===== config.mk =====
export PLATFORM = sky130hd
export DESIGN_NAME = mb32_to_mb8_bridge_flat
export DESIGN_NICKNAME = d
export VERILOG_FILES = /design/src/rtl/mb32_to_mb8_bridge_if.sv /design/src/rtl/mb32_to_mb8_bridge.sv /design/src/flat_wrapper.sv
export SDC_FILE = /design/constraint.sdc
export NUM_CORES = 1
export LEC_CHECK = 0
export ABC_AREA = 0
export CAP_MARGIN = 20
export CORE_ASPECT_RATIO = 0.5
export CORE_UTILIZATION = 52
export CTS_CLUSTER_SIZE = 12
export DETAILED_ROUTE_END_ITERATION = 8
export GPL_TIMING_DRIVEN = 0
export PLACE_DENSITY = 0.81
export SYNTH_ARGS = -nofsm -noshare
export SYNTH_HDL_FRONTEND = slang
export SYNTH_SLANG_ARGS = --single-unit
export TNS_END_PERCENT = 100

===== constraint.sdc =====
create_clock -name clk -period 6.9 [get_ports clk]
set_input_delay 2.07 -clock clk [delete_from_list [all_inputs] [get_ports clk]]
set_output_delay 2.07 -clock clk [all_outputs]
set_load 0.01 [all_outputs]

===== src/rtl/mb32_to_mb8_bridge_if.sv =====
// mb32_to_mb8_bridge_if: word-request side and mb8 byte-bus side of the 32-to-8 bridge
interface mb32_to_mb8_bridge_if #(
    parameter int ASZ = 17,
    parameter int WSZ = ASZ - 2
);
    logic           req;
    logic           wr;
    logic [WSZ-1:0] waddr;
    logic [31:0]    wdata;
    logic [3:0]     be;
    logic           rdy;
    logic           done;
    logic [31:0]    rdata;
    logic [ASZ-1:0] ai;
    logic           we;
    logic [7:0]     vi;
    logic [7:0]     vo;
    modport slave (
        input  req, wr, waddr, wdata, be, vo,
        output rdy, done, rdata, ai, we, vi
    );
    modport master (
        output req, wr, waddr, wdata, be, vo,
        input  rdy, done, rdata, ai, we, vi
    );
endinterface


===== src/rtl/mb32_to_mb8_bridge.sv =====
// mb32_to_mb8_bridge: splits 32-bit word requests into four little-endian mb8 byte accesses
module mb32_to_mb8_bridge #(
    parameter int ASZ = 17,
    parameter int WSZ = ASZ - 2
) (
    input logic clk,
    input logic rst,
    mb32_to_mb8_bridge_if.slave bus
);
    typedef enum logic [1:0] {IDLE, RD, WR, DONE} state_t;
    state_t         state_q, state_d;
    logic [2:0]     cnt_q, cnt_d;
    logic [WSZ-1:0] waddr_q, waddr_d;
    logic [31:0]    wdata_q, wdata_d;
    logic [3:0]     be_q, be_d;
    logic [31:0]    rbuf_q, rbuf_d;
    logic [31:0]    rdata_q, rdata_d;
    logic [ASZ-1:0] ai_q, ai_d;
    logic           we_q, we_d;
    logic [7:0]     vi_q, vi_d;
    logic [1:0]     nb;
    logic [1:0]     pb;
    always_comb begin
        state_d = state_q;
        cnt_d   = cnt_q;
        waddr_d = waddr_q;
        wdata_d = wdata_q;
        be_d    = be_q;
        rbuf_d  = rbuf_q;
        rdata_d = rdata_q;
        ai_d    = ai_q;
        we_d    = 1'b0;
        vi_d    = vi_q;
        nb      = cnt_q[1:0] + 2'd1;
        pb      = cnt_q[1:0] - 2'd1;
        case (state_q)
            IDLE: if (bus.req) begin
                state_d = bus.wr ? WR : RD;
                cnt_d   = 3'd0;
                waddr_d = bus.waddr;
                wdata_d = bus.wdata;
                be_d    = bus.be;
                ai_d    = {bus.waddr, 2'd0};
                we_d    = bus.wr & bus.be[0];
                vi_d    = bus.wr ? bus.wdata[7:0] : vi_q;
            end
            WR: if (cnt_q == 3'd3) begin
                state_d = DONE;
            end else begin
                cnt_d = cnt_q + 3'd1;
                ai_d  = {waddr_q, nb};
                we_d  = be_q[nb];
                vi_d  = wdata_q[{nb, 3'b000} +: 8];
            end
            RD: begin
                // vo lags the address by one cycle, so cycle n captures byte n-1
                cnt_d = cnt_q + 3'd1;
                if (cnt_q < 3'd3) ai_d = {waddr_q, nb};
                if (cnt_q != 3'd0) rbuf_d[{pb, 3'b000} +: 8] = bus.vo;
                if (cnt_q == 3'd4) begin
                    state_d = DONE;
                    rdata_d = {bus.vo, rbuf_q[23:0]};
                end
            end
            DONE: begin
                state_d = IDLE;
                cnt_d   = 3'd0;
            end
        endcase
    end
    always_ff @(posedge clk or posedge rst) begin
        if (rst) begin
            state_q <= IDLE;
            cnt_q   <= 3'd0;
            waddr_q <= '0;
            wdata_q <= '0;
            be_q    <= '0;
            rbuf_q  <= '0;
            rdata_q <= '0;
            ai_q    <= '0;
            we_q    <= 1'b0;
            vi_q    <= '0;
        end else begin
            state_q <= state_d;
            cnt_q   <= cnt_d;
            waddr_q <= waddr_d;
            wdata_q <= wdata_d;
            be_q    <= be_d;
            rbuf_q  <= rbuf_d;
            rdata_q <= rdata_d;
            ai_q    <= ai_d;
            we_q    <= we_d;
            vi_q    <= vi_d;
        end
    end
    assign bus.rdy   = (state_q == IDLE);
    assign bus.done  = (state_q == DONE);
    assign bus.rdata = rdata_q;
    assign bus.ai    = ai_q;
    assign bus.we    = we_q;
    assign bus.vi    = vi_q;
endmodule


===== src/flat_wrapper.sv =====
// flat-port wrapper written by rule: the top's interface ports become plain ports
module mb32_to_mb8_bridge_flat 
#(
    parameter int ASZ = 17,
    parameter int WSZ = ASZ - 2
)
  (clk, rst, bus_req, bus_wr, bus_waddr, bus_wdata, bus_be, bus_vo, bus_rdy, bus_done, bus_rdata, bus_ai, bus_we, bus_vi);
  mb32_to_mb8_bridge_if #(.ASZ(ASZ), .WSZ(WSZ)) bus_i ();
  input logic clk;
  input logic rst;
  input wire logic [$bits(bus_i.req)-1:0] bus_req;
  input wire logic [$bits(bus_i.wr)-1:0] bus_wr;
  input wire logic [$bits(bus_i.waddr)-1:0] bus_waddr;
  input wire logic [$bits(bus_i.wdata)-1:0] bus_wdata;
  input wire logic [$bits(bus_i.be)-1:0] bus_be;
  input wire logic [$bits(bus_i.vo)-1:0] bus_vo;
  output wire logic [$bits(bus_i.rdy)-1:0] bus_rdy;
  output wire logic [$bits(bus_i.done)-1:0] bus_done;
  output wire logic [$bits(bus_i.rdata)-1:0] bus_rdata;
  output wire logic [$bits(bus_i.ai)-1:0] bus_ai;
  output wire logic [$bits(bus_i.we)-1:0] bus_we;
  output wire logic [$bits(bus_i.vi)-1:0] bus_vi;
  assign bus_i.req = bus_req;
  assign bus_i.wr = bus_wr;
  assign bus_i.waddr = bus_waddr;
  assign bus_i.wdata = bus_wdata;
  assign bus_i.be = bus_be;
  assign bus_i.vo = bus_vo;
  assign bus_rdy = bus_i.rdy;
  assign bus_done = bus_i.done;
  assign bus_rdata = bus_i.rdata;
  assign bus_ai = bus_i.ai;
  assign bus_we = bus_i.we;
  assign bus_vi = bus_i.vi;
  mb32_to_mb8_bridge #(.ASZ(ASZ), .WSZ(WSZ)) u_core (.clk(clk), .rst(rst), .bus(bus_i));
endmodule

# == After elaboration in Yosys (flattened, before gate mapping) ==
# Cells that the tools add are included.
# op_classes
bitwise,1
shift,3
add_sub_neg,4
eq_ne,11
n_reduce_logical,11
mux,22
order_cmp,2
# ops
op,n
$mux 17,3
$pmux 17 s3,1
$bwmux 32,1
$shift 8x7->32 const A,1
$shiftx 32x6->8,1
$shiftx 8x7->32,1
$mux 8,3
$pmux 8 s2,1
$pmux 3 s4,1
$mux 2,4
$pmux 2 s4,1
$reduce_and 2->1,4
$reduce_and 4->1,2
$neg 5->7,1
$mux 3,2
$ne 2x1->1 const B,3
$ne 2x2->1 const B,3
$reduce_bool 3->1,2
$eq 2x2->1 const B,2
$add 3x1->3 const B,1
$eq 3x2->1 const B,1
$eq 3x3->1 const B,1
$lt 2x3->1 const B,1
$lt 3x2->1 const B,1
10 further kinds,12
# word_totals
elab_cells,64
ff_bits,146
output_inout_bits,60
input_bits,63

# == Depth between registers and ports, before layout ==
# Gate-level depths: netlist (run 1).
# depth
word_depth,5
ltp_mapped,9
mapped_depth_nobuf,5

# == Worst setup path after synthesis (run 1) ==
# No wires, ideal clock.
# synth_timing
path_kind,input to register
from,in bus_req
to,"reg u_core.ai_q[0], in the netlist u_core.bus.ai[0]"
path_stages,4
arrival_time_ns,3.218
setup_time_ns,0.125
n_path_buf,1
setup_slack_ns,3.557
t_required_ns,6.775
cell_sequence,nor2b_1 -> a2111oi_4 -> buf_8 -> mux2_4
# synth_via
elab_chain_cells,2
# synth_lines
item,line_no,source
"start, declared",flat_wrapper.sv:11,input wire logic [$bits(bus_i.req)-1:0] bus_req;
$ne 2x2->1 (no line),n/a,
$reduce_and 4->1 (no line),n/a,
"end signal, assigned",mb32_to_mb8_bridge.sv:91,ai_q <= ai_d;
"end, declared",mb32_to_mb8_bridge.sv:18,"logic [ASZ-1:0] ai_q, ai_d;"
# Every way passes these cells.
# A chain may end at the register's enable or synchronous reset.

# == Final worst setup path (run 1) ==
# layout_timing
from,reg u_core.state_q[0]
to,out bus_rdy
# layout_via
elab_chain_cells,1
# layout_lines
item,line_no,source
"start, declared",mb32_to_mb8_bridge.sv:11,"state_t state_q, state_d;"
"start signal, assigned",mb32_to_mb8_bridge.sv:84,state_q <= state_d;
$logic_not 2->1,mb32_to_mb8_bridge.sv:96,assign bus.rdy = (state_q == IDLE);
"end, declared",flat_wrapper.sv:17,output wire logic [$bits(bus_i.rdy)-1:0] bus_rdy;
# Every way passes these cells.

==> flow_summary_export.csv, run 1 <==
group,metric,value,unit
worst_setup_path,slowest_delay,0.57,ns
sta,fin_crit,3.767,ns
clock_tree,cts-resized-gates,0,
clock_tree,clockBufferDepth,2,
logic_synthesis,synth_seq_area_share,0.5671,
clock_tree,path_clk_slew,0.07,ns
min_path,holdCritPathClass,"flip-flop to flip-flop",
global_route,grt_first_pass_wirelength,20890,µm
placement,io_buffers,122,
sta,timing.slew.headroom,0.4380,
finish,final_cells,763,
die,die_w,155.0,µm
global_route,grt_usage,0.2289,
worst_setup_path,crit_path_top_delay_cell,"clkdlybuf4s50_1",
finish,layout-drive-gt1-share,0.2765,
worst_setup_path,critPathLaunchType,"flip-flop",
die,initial_core_util,0.5446,
global_route,grt_pass1_vias,3990,
detailed_routing,routed_wirelength,12830,µm
sta,setup_viol,0,
logic_synthesis,synth_edf_count,0,
sta,rsz0062_at_grt,"false",
die,std_cell_rows,27,
finish,layout_commonest_cell,"dfrtp_1",
power_and_ir_drop,power.total,3882,µW
power_and_ir_drop,power_leakage,0.003605,µW
placement,dpl_worst_slack,2.755,ns
logic_synthesis,synth_area_per_cell,13.56,µm²
die,core_area,11180,µm²
clock_tree,root_buffer,"clkbuf_16",
logic_synthesis,ys_types,30,
logic_synthesis,synth_nets,523,
die,dieArea,12170,µm²
logic_synthesis,syn_inst,449,
logic_synthesis,synthTopCellsByArea,"dfrtp_1, mux2_2, mux2i_1",
finish,regArea,3453,µm²
finish,multiInputGateArea,2396,µm²
worst_setup_path,cp_cell_sequence,"inv_1 > ha_1 > clkdlybuf4s50_1",
logic_synthesis,async_flop_share,1.000,
detailed_routing,drt-initial-drc-count,193,
detailed_routing,vias_per_cell,5.113,
worst_setup_path,critPathBufInv,2,
clock_tree,numClockSinks,138,
sta,hold_viol,0,
finish,mostFrequentLayoutCells,"dfrtp_1, clkdlybuf4s50_1, mux2_2, nand2_1, inv_1",
logic_synthesis,ys_ff_latch,138,
logic_synthesis,netlist_area,6090,µm²
clock_tree,holdBufCountCts,0,
clock_tree,cts_tree,"built",
power_and_ir_drop,power_density,478.0,nW/µm²
sta,worst_slack,3.133,ns
flow_run,drv_cap,0,
logic_synthesis,yosysTopAreaCellShare,0.5671,
clock_tree,postCtsSetupBuffers,0,
logic_synthesis,yosysTopAreaCell,"dfrtp_1",
detailed_routing,wl_per_cell,16.82,µm
clock_tree,h-tree-depth,4,
finish,area_delta_synth_final,33.37,%
detailed_routing,drcViolationCount,0,
detailed_routing,ant_nets,0,
finish,nFillCells,783,
placement,dp.cells,731,
detailed_routing,vias,3901,
sta,period_share,0.5460,
logic_synthesis,ys.flop_type,"dfrtp_1",
worst_setup_path,endpoint_kind,"primary output",
power_and_ir_drop,ir_drop,0.2764,mV
run_status,status,"finished clean",
placement,dp_hpwl,8790,µm
worst_setup_path,cp.required,4.83,ns
global_route,gr-total-overflow,0,
finish,n_antenna_cell,0,
detailed_routing,dr.pass1.iters,4,
global_route,grt_max_degree,82,
clock_tree,clkLatencyLatePin,0.41,ns
worst_setup_path,setup.worst_path.class,"flip-flop to primary output",
finish,nets,665,
placement,finalWeightedCongestion,0.7366,
worst_setup_path,crit_path_max_fanout,3,
sta,timing.final.max_slew_violations,0,
clock_tree,cts_made_buffers,17,
die,io_pins,123,
sta,tightest_slew,0.8415,ns
die,die_h,78.52,µm
sta,fmax,265.5,MHz
global_route,antenna_found_initial,0,
logic_synthesis,yosysWarnings,0,
sta,clock_skew,0.008283,ns
worst_setup_path,worstPathArrival,1.70,ns
worst_setup_path,critical_path.top_delay_family,"buffers and inverters",
area by class of cell:
type,count,share of cell area
inverter,31,0.01494
sequential,138,0.4252
clock inverter,15,0.01895
timing repair buffer,123,0.1538
tap,159,0.02450
clock buffer,17,0.05238
multi-input combinational,257,0.2950
buffer,23,0.01525
synthesized netlist by cell type, types with 2 or more instances:
cell	number
mux2_4	10
clkbuf_1	12
mux2i_1	27
o21ai_0	28
buf_2	3
buf_1	4
o211ai_2	2
nor2b_1	3
dfrtp_1	138
inv_1	31
ha_1	11
buf_6	3
mux2_2	99
mux4_2	9
nand2_1	54
sequential cells by signal (all words and copies together), names as in the netlist:
name	flops
u_core.bus.rdata	32
u_core.wdata_q	32
u_core.rbuf_q	24
u_core.bus.ai	17
u_core.waddr_q	15
u_core.bus.vi	8
u_core.be_q	4
u_core.cnt_q	3
u_core.state_q	2
u_core.bus.we	1
routing by layer:
metal,GRT usage,routed length [µm],vias to the layer above
li1,-,-,1837
met1,0.3024,5867,1962
met3,0.05246,533,12
met5,0,0,-
met2,0.3748,6293,90
met4,0.08020,137,0
report_power, final:
group	total (µW)	internal, µW	switching [µW]	leakage (µW)
clock	892	510	382	0.000276
combinational	1650	975	676	0.00163
sequential	1340	1160	174	0.00170
metrics by stage:
| step | hold slack (ns) | setup TNS, ns | util | instance area, µm² |
|---|---|---|---|---|
| floorplan | 0.4737 | 0 | - | 6090 |
| global placement | 0.4652 | -108.39 | 0.6716 | 7510 |
| detailed placement | 0.4690 | 0 | 0.6745 | 7542 |
| CTS | 0.4844 | 0 | 0.7263 | 8122 |
| global route | 0.4965 | 0 | 0.7263 | 8122 |
| finish | 0.4809 | 0 | 0.7263 | 8122 |
cells by family after synthesis:
logic type | count (synthesis) | share of synthesized area
simple gates | 66 | 0.04767
compound gates | 35 | 0.03781
buf+inv | 54 | 0.03945
fa+ha+maj | 11 | 0.02260
mux | 145 | 0.2854
flops | 138 | 0.5671
worst paths after layout:
kind	start	to	slack [ns]	cells past startpoint
max in group asynchronous	rst	u_core.cnt_q[2]	4.03	3
hold reg to reg	u_core.bus.rdata[6]	u_core.bus.rdata[6]	0.48	2
min in group asynchronous	rst	u_core.bus.rdata[20]	2.10	2
setup / recovery	u_core.state_q[0]	bus_rdy	3.13	3
hold / removal	u_core.bus.rdata[6]	u_core.bus.rdata[6]	0.48	2
setup reg to reg	u_core.cnt_q[0]	u_core.bus.vi[4]	3.86	8
worst register-to-register path: cells and delay by family, from the launching register on:
kind | cells | cell delay [ns]
multiplexers | 3 | 1.09
flip-flops | 1 | 0.46
adder cells (fa/ha/maj) | 1 | 0.46
buffers and inverters | 4 | 0.92
(Power assumes the default switching activity.)
==> inputs of run 2 (changes only) <==
- clock period: 6.9 -> 3.7 ns (I/O delays scaled with it)
==> run 2 against run 1 <==
Net effect: die area is the same; sequential share of layout area about the same; design area about the same; hold slack lost 0.0054 ns; combinational power is 87% higher; critical path depth is 5 higher; clock-buffer cell count unchanged; final cell count grew 0.26%; sequential power grew 87%; register-to-register slack got worse by 3.2 ns; via count about the same; first-iteration DRC count is 3.1% higher; critical path type is now flip-flop to flip-flop; critical endpoint is now u_core.bus.vi[3]; largest cell class unchanged.
==> flow_summary_export.csv, run 2 (same netlist as run 1, synthesis figures left out) <==
group,metric,value,unit
run_status,status,"finished clean",
die,core_area,11180,µm²
clock_tree,path_clk_slew,0.07,ns
die,die_w,155.0,µm
placement,dp_hpwl,9250,µm
worst_setup_path,worstPathArrival,3.34,ns
sta,rsz0062_at_grt,"false",
die,die_h,78.52,µm
detailed_routing,ant_nets,0,
global_route,gr-total-overflow,0,
global_route,grt_max_degree,45,
worst_setup_path,crit_path_top_delay_cell,"mux4_2",
min_path,min-delay-start,"u_core.bus.rdata[6]",
sta,fin_crit,3.048,ns
power_and_ir_drop,ir_drop,0.4462,mV
sta,clock_skew,0.009906,ns
die,std_cell_rows,27,
worst_setup_path,critPathLaunchType,"flip-flop",
sta,fmax,328.1,MHz
clock_tree,h-tree-depth,4,
detailed_routing,wl_per_cell,16.81,µm
detailed_routing,routed_wirelength,12860,µm
clock_tree,postCtsSetupBuffers,0,
flow_run,drv_cap,0,
min_path,holdCritPathClass,"flip-flop to flip-flop",
finish,mostFrequentLayoutCells,"dfrtp_1, clkdlybuf4s50_1, mux2_2, nand2_1, inv_1",
worst_setup_path,setup.worst_path.class,"flip-flop to flip-flop",
sta,tightest_slew,0.8782,ns
finish,n_antenna_cell,0,
detailed_routing,vias,3904,
clock_tree,root_buffer,"clkbuf_16",
worst_setup_path,regToRegStartpoint,"u_core.cnt_q[0]",
detailed_routing,drcViolationCount,0,
power_and_ir_drop,p_sw_frac,0.3209,
die,initial_core_util,0.5446,
placement,io_buffers,122,
global_route,grt_usage,0.2304,
clock_tree,cts-resized-gates,0,
finish,nets,667,
clock_tree,cts_made_buffers,17,
power_and_ir_drop,internal_power,4874,µW
sta,hold_viol,0,
finish,layout_commonest_cell,"dfrtp_1",
power_and_ir_drop,comb_power_share,0.431,
worst_setup_path,endpoint_kind,"flip-flop",
sta,setup_viol,0,
sta,timing.slew.headroom,0.4135,
finish,layout-drive-gt1-share,0.2789,
detailed_routing,drt-initial-drc-count,199,
power_and_ir_drop,power_leakage,0.003598,µW
clock_tree,numClockSinks,138,
clock_tree,holdBufCountCts,0,
worst_setup_path,crit_path_max_fanout,10,
finish,final_cells,765,
clock_tree,cts_tree,"built",
global_route,grt_first_pass_wirelength,21160,µm
die,dieArea,12170,µm²
placement,finalWeightedCongestion,0.7412,
power_and_ir_drop,power_density,882.8,nW/µm²
worst_setup_path,cp.required,4.00,ns
detailed_routing,vias_per_cell,5.103,
global_route,grt_pass1_vias,4143,
worst_setup_path,slowest_delay,0.55,ns
finish,regArea,3453,µm²
power_and_ir_drop,pwr-share-clk,0.222,
worst_setup_path,regToRegSetupSlack,0.65,ns
worst_setup_path,cp_cell_sequence,"buf_6 > buf_2 > inv_1 > ha_1 > buf_2 > mux4_2 > mux2_2 > mux2_2",
finish,nFillCells,782,
finish,multiInputGateArea,2396,µm²
clock_tree,clkLatencyLatePin,0.41,ns
detailed_routing,dr.pass1.iters,4,
power_and_ir_drop,p_switching,2303,µW
worst_setup_path,crit_start,"u_core.cnt_q[0]",
sta,period_share,0.8237,
sta,timing.final.max_slew_violations,0,
die,io_pins,123,
placement,dp.cells,733,
power_and_ir_drop,p_seq_frac,0.348,
sta,hold_ws,0.4755,ns
global_route,antenna_found_initial,0,
finish,area_delta_synth_final,33.49,%
clock_tree,clockBufferDepth,2,
## run 2: layer usage
layer | share of wire | up-vias | track usage
met5 | 0 | - | 0
met4 | 0.0097 | 0 | 0.06238
met3 | 0.045 | 12 | 0.05853
met2 | 0.49 | 95 | 0.3833
met1 | 0.46 | 1962 | 0.3023
li1 | - | 1835 | -
## run 2: layout make-up
cell class              instances  area share
plain buffers                  23     0.01524
clock buffers                  17     0.05233
clock inverters                15     0.01601
inverters                      31     0.01478
multi-input cells             257      0.2948
flip-flops and latches        138      0.4248
well taps                     159     0.02447
repair buffers                125      0.1576
## run 2: final timing paths
path | to | depth (start not counted)
min in group asynchronous | u_core.wdata_q[13] | 2
worst max register to register | u_core.bus.vi[3] | 8
worst min register to register | u_core.bus.rdata[6] | 2
worst max-delay path | u_core.bus.vi[3] | 8
worst min-delay path | u_core.bus.rdata[6] | 2
max in group asynchronous | u_core.rbuf_q[4] | 4
## run 2: worst max-delay path, delay by kind of cell, from the launching register on
| kind | cells | cell delay [ns] |
|---|---|---|
| adders and majority gates | 1 | 0.47 |
| muxes | 3 | 1.09 |
| buffers and inverters | 4 | 0.90 |
| DFF | 1 | 0.46 |
## run 2: power groups by stage
stage               clock, µW  sequential (µW)  combinational (µW)
CTS                      1620             2490                3120
finish                   1590             2500                3090
global placement            0             2480                3000
floorplan                   0             2550                1980
global route             1690             2570                3330
detailed placement          0             2520                3100
## run 2: metrics by stage
stage / utilization / setup slack, ns / TNS, ns / power, µW / instance area, µm²
floorplan: - / 0.8689 / 0 / 4531 / 6093
global placement: 0.6719 / -0.3253 / -44.03 / 5485 / 7513
detailed placement: 0.6773 / 0.5225 / 0 / 5621 / 7574
CTS: 0.7270 / 0.6294 / 0 / 7234 / 8129
global route: 0.7270 / 0.5144 / 0 / 7591 / 8129
finish: 0.7270 / 0.6523 / 0 / 7176 / 8129
==> inputs of run 3 (changes only) <==
- clock period: 3.7 -> 3 ns (I/O delays scaled with it)
==> run 3 against run 2 <==
Net effect: register-to-register slack got worse by 0.53 ns; global-route usage stayed put; routed wire length about the same; total power is 24% higher; non-clock buffer count is the same; final cell count is the same; sequential share of layout area barely moved; critical path type unchanged; critical endpoint is now u_core.bus.vi[5].
==> flow_summary_export.csv, run 3 (same netlist as run 1, synthesis figures left out) <==
group,metric,value,unit
finish,n_antenna_cell,0,
finish,area_delta_synth_final,33.57,%
clock_tree,path_clk_slew,0.07,ns
worst_setup_path,regToRegStartpoint,"u_core.cnt_q[0]",
detailed_routing,ant_nets,0,
worst_setup_path,setup.worst_path.class,"flip-flop to flip-flop",
sta,timing.final.max_slew_violations,0,
worst_setup_path,reg2regPathDepth,8,
worst_setup_path,cp.required,3.30,ns
sta,tightest_slew,0.8514,ns
sta,rsz0062_at_grt,"false",
clock_tree,h-tree-depth,4,
worst_setup_path,crit_start,"u_core.cnt_q[0]",
finish,layout-drive-gt1-share,0.2805,
sta,timing.slew.headroom,0.4314,
clock_tree,holdBufCountCts,0,
global_route,grt_first_pass_wirelength,21160,µm
die,die_h,78.52,µm
placement,finalWeightedCongestion,0.7412,
worst_setup_path,endpoint_kind,"flip-flop",
worst_setup_path,crit_path_max_fanout,10,
finish,final_area,8134,µm²
worst_setup_path,worstPathArrival,3.17,ns
run_status,status,"finished clean",
power_and_ir_drop,ir_drop,0.5501,mV
clock_tree,root_buffer,"clkbuf_16",
die,core_area,11180,µm²
placement,dp_hpwl,9250,µm
sta,hold_viol,0,
sta,period_share,0.9588,
power_and_ir_drop,power_leakage,0.003598,µW
min_path,min-delay-start,"u_core.bus.rdata[6]",
clock_tree,cts_made_buffers,17,
global_route,grt_usage,0.2304,
finish,mostFrequentLayoutCells,"dfrtp_1, clkdlybuf4s50_1, mux2_2, nand2_1, inv_1",
die,dieArea,12170,µm²
detailed_routing,drt-initial-drc-count,183,
flow_run,drv_cap,0,
min_path,holdCritPathClass,"flip-flop to flip-flop",
sta,fin_crit,2.876,ns
clock_tree,numClockSinks,138,
clock_tree,clkLatencyLatePin,0.41,ns
detailed_routing,vias_per_cell,5.118,
detailed_routing,routed_wirelength,12850,µm
sta,final.setup.tns,0,ns
clock_tree,cts_tree,"built",
placement,placed_area,7574,µm²
finish,nets,667,
die,initial_core_util,0.5446,
detailed_routing,wl_per_cell,16.80,µm
global_route,antenna_found_initial,0,
global_route,grt_pass1_vias,4143,
die,die_w,155.0,µm
power_and_ir_drop,power_density,1090,nW/µm²
sta,setup_viol,0,
die,io_pins,123,
global_route,grt_max_degree,45,
finish,layout_commonest_cell,"dfrtp_1",
worst_setup_path,critPathLaunchType,"flip-flop",
sta,clock_skew,0.009913,ns
die,std_cell_rows,27,
min_path,min_path_cells,2,
placement,io_buffers,122,
detailed_routing,dr.pass1.iters,4,
detailed_routing,vias,3915,
sta,fmax,347.7,MHz
global_route,gr-total-overflow,0,
clock_tree,clockBufferDepth,2,
detailed_routing,drcViolationCount,0,
[run 3: cell counts in the layout (fill, tap and decap cells not counted)]
No cell type changed its count.
[run 3: cell type report]
class	count	area [µm²]
Sequential cell	138	3453
Multi-Input combinational cell	257	2399
Timing Repair Buffer	125	1281
Clock buffer	17	425.4
Clock inverter	15	130.1
Buffer	23	126.4
Tap cell	159	198.9
Fill cell	780	3048
Inverter	31	120.1
[run 3: timing repair]
| action | 4_1_cts | 5_1_grt |
|---|---|---|
| endpoints found under the setup margin | 5 | 5 |
| resized for setup | 1 | 1 |
| buffers inserted | 0 | 0 |
[run 3: worst paths after layout]
path,end,slack [ns]
min reg2reg,u_core.bus.rdata[6],0.48
min in group asynchronous,u_core.wdata_q[13],0.84
max,u_core.bus.vi[5],0.12
min,u_core.bus.rdata[6],0.48
max in group asynchronous,u_core.rbuf_q[4],1.32
max reg2reg,u_core.bus.vi[5],0.12
[run 3: power by group]
| group | switching [µW] | total, µW | internal [µW] |
|---|---|---|---|
| Sequential | 401 | 3080 | 2680 |
| Clock | 873 | 1960 | 1090 |
| Combinational | 1570 | 3830 | 2260 |
[run 3: metrics by stage]
stage,hold WS [ns],total power [µW],worst slack [ns],cells,utilization
5_1_grt,0.5060,9376,0.01267,765,0.7274
3_3_place_gp,0.4652,6765,-0.8153,730,0.6719
3_5_place_dp,0.4693,6933,-0.05170,733,0.6773
4_1_cts,0.4847,8929,0.04261,765,0.7272
6_report,0.4755,8864,0.1236,765,0.7274
2_1_floorplan,0.4737,5589,0.3789,449,-
[run 3: worst max-delay path, cell delays in order (launching register included)]
cell and delay (ns):
dfrtp_1 0.46, buf_6 0.18, buf_2 0.25, inv_1 0.10
ha_2 0.43, buf_4 0.26, mux4_2 0.53, mux2_2 0.27
mux2_2 0.27
[run 3: per-layer routing]
| metal | global-route usage | part of all wire | vias to the layer above |
|---|---|---|---|
| li1 | - | - | 1835 |
| met1 | 0.3023 | 0.46 | 1980 |
| met2 | 0.3833 | 0.49 | 89 |
| met3 | 0.05853 | 0.042 | 11 |
| met4 | 0.06238 | 0.0086 | 0 |
| met5 | 0 | 0 | - |
